===== config.mk =====
export PLATFORM = sky130hd
export DESIGN_NAME = fifo_rr_arbiter
export DESIGN_NICKNAME = d
export VERILOG_FILES = /design/src/rtl/fifo_rr_arbiter.sv
export SDC_FILE = /design/constraint.sdc
export NUM_CORES = 1
export LEC_CHECK = 0
export CAP_MARGIN = 10
export CORE_UTILIZATION = 30
export CTS_CLUSTER_SIZE = 10
export DETAILED_ROUTE_END_ITERATION = 8
export PLACE_DENSITY = 0.7
export SYNTH_ARGS = -nofsm -noshare
export SYNTH_HDL_FRONTEND = slang
export SYNTH_SLANG_ARGS = --single-unit
export TNS_END_PERCENT = 10

===== constraint.sdc =====
create_clock -name clk -period 5.5 [get_ports clk]
set_input_delay 1.375 -clock clk [delete_from_list [all_inputs] [get_ports clk]]
set_output_delay 1.375 -clock clk [all_outputs]
set_load 0.005 [all_outputs]

===== src/rtl/fifo_rr_arbiter.sv =====
// fifo_rr_arbiter: round-robin burst arbiter draining NREQ first-word-fall-through
// request FIFOs into a single registered valid/ready output stream.
// A grant holds for up to MAX_BURST words and then rotates to the next requester.
// Optional feature macro: FIFO_RR_ARBITER_PRIO_EN (adds prio_hi input; when any
// high-priority requester is non-empty, only high-priority requesters are searched).
module fifo_rr_arbiter #(
  parameter int unsigned NREQ      = 4,
  parameter int unsigned SRCW      = 2,
  parameter int unsigned WIDTH     = 32,
  parameter int unsigned MAX_BURST = 8
) (
  input  logic                   clk,
  input  logic                   reset,
  input  logic [NREQ-1:0]        req_empty,
  input  logic [NREQ*WIDTH-1:0]  req_dout,
  output logic [NREQ-1:0]        req_rden,
`ifdef FIFO_RR_ARBITER_PRIO_EN
  input  logic [NREQ-1:0]        prio_hi,
`endif
  output logic                   out_valid,
  input  logic                   out_ready,
  output logic [WIDTH-1:0]       out_data,
  output logic [SRCW-1:0]        out_src,
  output logic                   out_last
);

  // One extra bit so MAX_BURST=256 never wraps the beat counter.
  localparam int unsigned    CNTW      = $clog2(MAX_BURST) + 1;
  localparam logic [CNTW-1:0] LAST_BEAT = CNTW'(MAX_BURST - 1);
  localparam logic [SRCW-1:0] LAST_IDX  = SRCW'(NREQ - 1);

  typedef enum logic [0:0] {
    S_IDLE  = 1'b0,
    S_BURST = 1'b1
  } state_t;

  state_t            state_q, state_d;
  logic [SRCW-1:0]   grant_q, grant_d;
  logic [SRCW-1:0]   last_grant_q, last_grant_d;
  logic [CNTW-1:0]   beat_cnt_q, beat_cnt_d;
  logic              out_valid_q, out_valid_d;
  logic [WIDTH-1:0]  out_data_q, out_data_d;
  logic [SRCW-1:0]   out_src_q, out_src_d;
  logic              out_last_q, out_last_d;

  logic [NREQ-1:0]   avail_c;
  logic [NREQ-1:0]   cand_c;
  logic              pick_found_c;
  logic [SRCW-1:0]   pick_idx_c;
  logic              load_ok_c;
  logic [NREQ-1:0]   rden_c;
  logic [WIDTH-1:0]  head_word_c;

  assign avail_c = ~req_empty;

`ifdef FIFO_RR_ARBITER_PRIO_EN
  // Restrict the search to high-priority requesters whenever one of them has data.
  always_comb begin
    cand_c = avail_c;
    if (|(avail_c & prio_hi)) begin
      cand_c = avail_c & prio_hi;
    end
  end
`else
  // Pure round-robin: every non-empty requester is a candidate.
  always_comb begin
    cand_c = avail_c;
  end
`endif

  // Round-robin search starting one past the previous grant, wrapping modulo NREQ.
  always_comb begin
    int unsigned     idx;
    logic [SRCW-1:0] idx_s;
    idx          = 0;
    idx_s        = '0;
    pick_found_c = 1'b0;
    pick_idx_c   = '0;
    for (int unsigned i = 1; i <= NREQ; i++) begin
      idx   = (32'(last_grant_q) + i) % NREQ;
      idx_s = SRCW'(idx);
      if (!pick_found_c && cand_c[idx_s]) begin
        pick_found_c = 1'b1;
        pick_idx_c   = idx_s;
      end
    end
  end

  // Head word of the currently granted FIFO.
  always_comb begin
    head_word_c = req_dout[32'(grant_q) * WIDTH +: WIDTH];
  end

  // Next-state and output-register logic for the IDLE/BURST controller.
  always_comb begin
    state_d      = state_q;
    grant_d      = grant_q;
    last_grant_d = last_grant_q;
    beat_cnt_d   = beat_cnt_q;
    out_valid_d  = out_valid_q;
    out_data_d   = out_data_q;
    out_src_d    = out_src_q;
    out_last_d   = out_last_q;
    rden_c       = '0;
    load_ok_c    = !out_valid_q || out_ready;

    case (state_q)
      S_IDLE: begin
        if (out_valid_q && out_ready) begin
          out_valid_d = 1'b0;
        end
        // No pop while granting: this is the one dead cycle per grant.
        if (pick_found_c) begin
          grant_d    = pick_idx_c;
          beat_cnt_d = '0;
          state_d    = S_BURST;
        end
      end

      S_BURST: begin
        if (load_ok_c) begin
          if (!req_empty[grant_q]) begin
            rden_c[grant_q] = 1'b1;
            out_data_d      = head_word_c;
            out_src_d       = grant_q;
            out_valid_d     = 1'b1;
            out_last_d      = (beat_cnt_q == LAST_BEAT);
            beat_cnt_d      = beat_cnt_q + CNTW'(1);
            if (beat_cnt_q == LAST_BEAT) begin
              state_d      = S_IDLE;
              last_grant_d = grant_q;
            end
          end else begin
            // Early end: the held word (if any) is being taken, so the register empties.
            state_d      = S_IDLE;
            last_grant_d = grant_q;
            out_valid_d  = 1'b0;
          end
        end
      end

      default: begin
        state_d = S_IDLE;
      end
    endcase
  end

  // Pop strobe is suppressed in the reset cycle so nothing is lost from the FIFOs.
  assign req_rden = reset ? '0 : rden_c;

  // State and output registers.
  always_ff @(posedge clk) begin
    if (reset) begin
      state_q      <= S_IDLE;
      grant_q      <= '0;
      last_grant_q <= LAST_IDX;
      beat_cnt_q   <= '0;
      out_valid_q  <= 1'b0;
      out_data_q   <= '0;
      out_src_q    <= '0;
      out_last_q   <= 1'b0;
    end else begin
      state_q      <= state_d;
      grant_q      <= grant_d;
      last_grant_q <= last_grant_d;
      beat_cnt_q   <= beat_cnt_d;
      out_valid_q  <= out_valid_d;
      out_data_q   <= out_data_d;
      out_src_q    <= out_src_d;
      out_last_q   <= out_last_d;
    end
  end

  assign out_valid = out_valid_q;
  assign out_data  = out_data_q;
  assign out_src   = out_src_q;
  assign out_last  = out_last_q;

endmodule


==> results.json <==
{
  "setup-violations-final": 0,
  "detail_route.drc_violations": 0,
  "postCtsSetupBuffers": 0,
  "final_min_period_over_clock_period_pct": 92.80,
  "seq_area_frac_synth_pct": 34.82,
  "largest_family_of_logic_cells_by_synthesized_area": "multiplexers",
  "detailedPlace.worstSlack_ns": 0.3776,
  "placement_rows": 33,
  "crit_end": "req_rden[1]",
  "regToRegStartpoint": "grant_q[1]",
  "design.core.area_um2": 8299,
  "post_layout_nonfiller_instances": 539,
  "yosysWarnings": 0,
  "dieWidth_um": 94.87,
  "postRouteWirelength_um": 7776,
  "floorplan.initialDensity_pct": 31.18,
  "hold_path.class": "reg2reg",
  "timing_max_transition_violations_final": 0,
  "finalWorstPathRequiredPeriod_ns": 5.104,
  "postSynthRegisterBits": 45,
  "placement.io_buffers": 174,
  "final_layout_size_suffix_gt1_share_pct": 11.75,
  "post_cts_hold_buffer_count": 0,
  "tritoncts.num_buffers": 5,
  "fmax_mhz": 195.9,
  "synthSimpleGateAreaFrac_pct": 18.57,
  "placed_cell_area_um2": 4395,
  "worstSetupStartpoint": "req_empty[0]",
  "io_pins": 175,
  "clk_transition_reported_paths_ns": 0.07,
  "final_core_util_pct": 54.36,
  "number_of_global_route_vias_before_repair": 2597,
  "layout.cells.most_common": "clkdlybuf4s50_1",
  "global_route.usage.total_pct": 16.66,
  "num_antenna_cells": 0,
  "clkLatencyLatePin_ns": 0.29,
  "numClockSinks": 45,
  "synth_area_per_cell_um2": 9.478,
  "final_standard_cell_area_without_fillers_um2": 4512,
  "timing.slew.headroom_pct": 40.21,
  "tightest_slew_ns": 0.8968,
  "critical_path.cell_chain": "clkdlybuf4s50_1 > mux4_2 > or3_1 > nor4b_1 > clkdlybuf4s50_1",
  "postSynth.topFlopCell": "dfxtp_1",
  "critPathCaptureType": "output pin",
  "worst_ep_arrival_time_ns": 3.73,
  "cap_viol_max_count": 0,
  "async_reset_ff_share_pct": 0,
  "critical_path_required_ns": 4.12,
  "cts_tree": "yes",
  "hold_viol": 0,
  "nNetsFinal": 569,
  "root_buffer": "clkbuf_8",
  "grt_max_degree": 51,
  "worst-setup-path-type": "in2out",
  "cp-start-kind": "primary input",
  "worst_reg2reg_path_depth": 5,
  "report.power.total_uw": 955.9,
  "worst_clock_skew_ns": 0.009183,
  "via_count": 2688,
  "crit_slowest_cell": "mux4_2",
  "final_antenna_net_count": 0,
  "routed_wire_length_per_instance_um": 14.43,
  "cts_max_level": 2,
  "synth_compound_gate_area_share_pct": 11.51,
  "synth_xor_xnor_area_share_pct": 0.6770,
  "floorplan.die_area_um2": 9000,
  "routabilityCongestion": 0.7951,
  "fp.dieH_um": 94.87,
  "area_growth_pct": 74.37,
  "rsz0062_at_grt": "no",
  "globalRoute.totalOverflow": 0,
  "synth_fp_nets": 409,
  "fin_worst_hold_slack_ns": 0.4534,
  "reg2reg_slack_ns": 3.24,
  "run_status": "complete, no violations",
  "critPathMaxStageDelay_ns": 0.58,
  "place_inst": 531,
  "avgViaCountPerCell": 4.987,
  "fin_ws_ns": 0.3959,
  "global_route_wire_length_before_repair_um": 11780,
  "cellPowerDensity_nw_per_um2": 211.9,
  "power.ir.vdd_worst_uv": 93.20,
  "synth_cell_types": 37,
  "dp_hpwl_um": 5828,
  "synth_adder_area_share_pct": 0.4836,
  "finalSetupTns_ns": 0,
  "mappedNetlistArea_um2": 2587,
  "ctsResizeCount": 0,
  "antenna_found_initial": 0,
  "detailedRoute.firstPassIterationCount": 4,
  "buffer_depth_of_the_longest_clock_path": 2,
  "worstReg2RegEnd": "beat_cnt_q[3]",
  "top_cell_by_count_worst_path": "clkdlybuf4s50_1",
  "initialDrtViolationCount": 83,
  "layout_common_cells": "clkdlybuf4s50_1 (173), nand2_1 (73), dfxtp_1 (43), a21oi_1 (40), mux4_2 (33)",
  "post_synth_edffs": 0,
  "netlist_instances": 273,
  "timing.critical_path.fanout_max": 9,
  "synth.area.mux_share_pct": 29.55,
  "leakage_power_nw": 1.534
}
[how the worst min path moves through the flow]
stage          slack [ns]  depth (start not counted)         start           end
6_report             0.45                          2   out_data[4]   out_data[4]
5_1_grt              0.48                          2   out_data[3]   out_data[3]
4_1_cts              0.46                          2   out_data[4]   out_data[4]
3_5_place_dp         0.45                          2   out_data[4]   out_data[4]
3_3_place_gp         0.44                          2  out_data[19]  out_data[19]
2_1_floorplan        0.45                          2   out_data[0]   out_data[0]
[logic make-up after synthesis]
kind of cell	after synthesis
DFF	45
buffers and inverters	29
muxes	35
xor gates and xnor gates	2
AOI/OAI and AO/OA	54
adders and majority gates	1
and+or+nand+nor	107
[worst max-delay path: cells and delay by family]
| kind | cells | cell delay (ns) |
|---|---|---|
| multiplexers | 1 | 0.58 |
| buffers and inverters | 2 | 1.10 |
| AND/OR/NAND/NOR | 2 | 0.67 |
[synthesized netlist by cell type, drive strengths merged (2+ instances only)]
cell	count	area [um^2]
o21ai	7	35.03
a21oi	40	200.2
nor3	6	35.03
nand3	4	20.02
or3	2	12.51
clkbuf	20	75.07
nand2b	2	12.51
buf	5	23.77
a211oi	2	20.02
mux4	33	743.2
nor2b	3	18.77
xnor2	2	17.52
inv	4	15.01
dfxtp	45	900.9
nor4	2	12.51
nor4b	2	17.52
nand2	73	274.0
nor2	6	22.52
[routing by layer]
metal | share of wire (%) | vias to the layer above | GRT usage (%)
met5 | 0 | - | 0
met4 | 0.62 | 0 | 3.409
met3 | 9.4 | 5 | 4.750
met2 | 53 | 120 | 33.15
met1 | 37 | 1253 | 16.94
li1 | - | 1310 | -
[state kept, by name, summed over array words and instances (netlist names)]
register and flops:
out_last 1, state_q 1, last_grant_q 2, out_src 2, grant_q 2, out_valid 1, beat_cnt_q 4, out_data 32
[power by group]
part	total [mW]	internal (mW)	switching (mW)
Combinational	0.332	0.209	0.123
Sequential	0.369	0.353	0.0161
Clock	0.255	0.148	0.107
[cell type report]
class / instances / area (um^2)
well taps: 105 / 131.4
flip-flops and latches: 45 / 903.4
multi-input cells: 199 / 1579
clock inverters: 1 / 30.03
inverters: 4 / 15.01
repair buffers: 178 / 1767
clock buffers: 7 / 86.33
fillers: 758 / 3787
No activity file was read; power rests on OpenSTA's default activity.
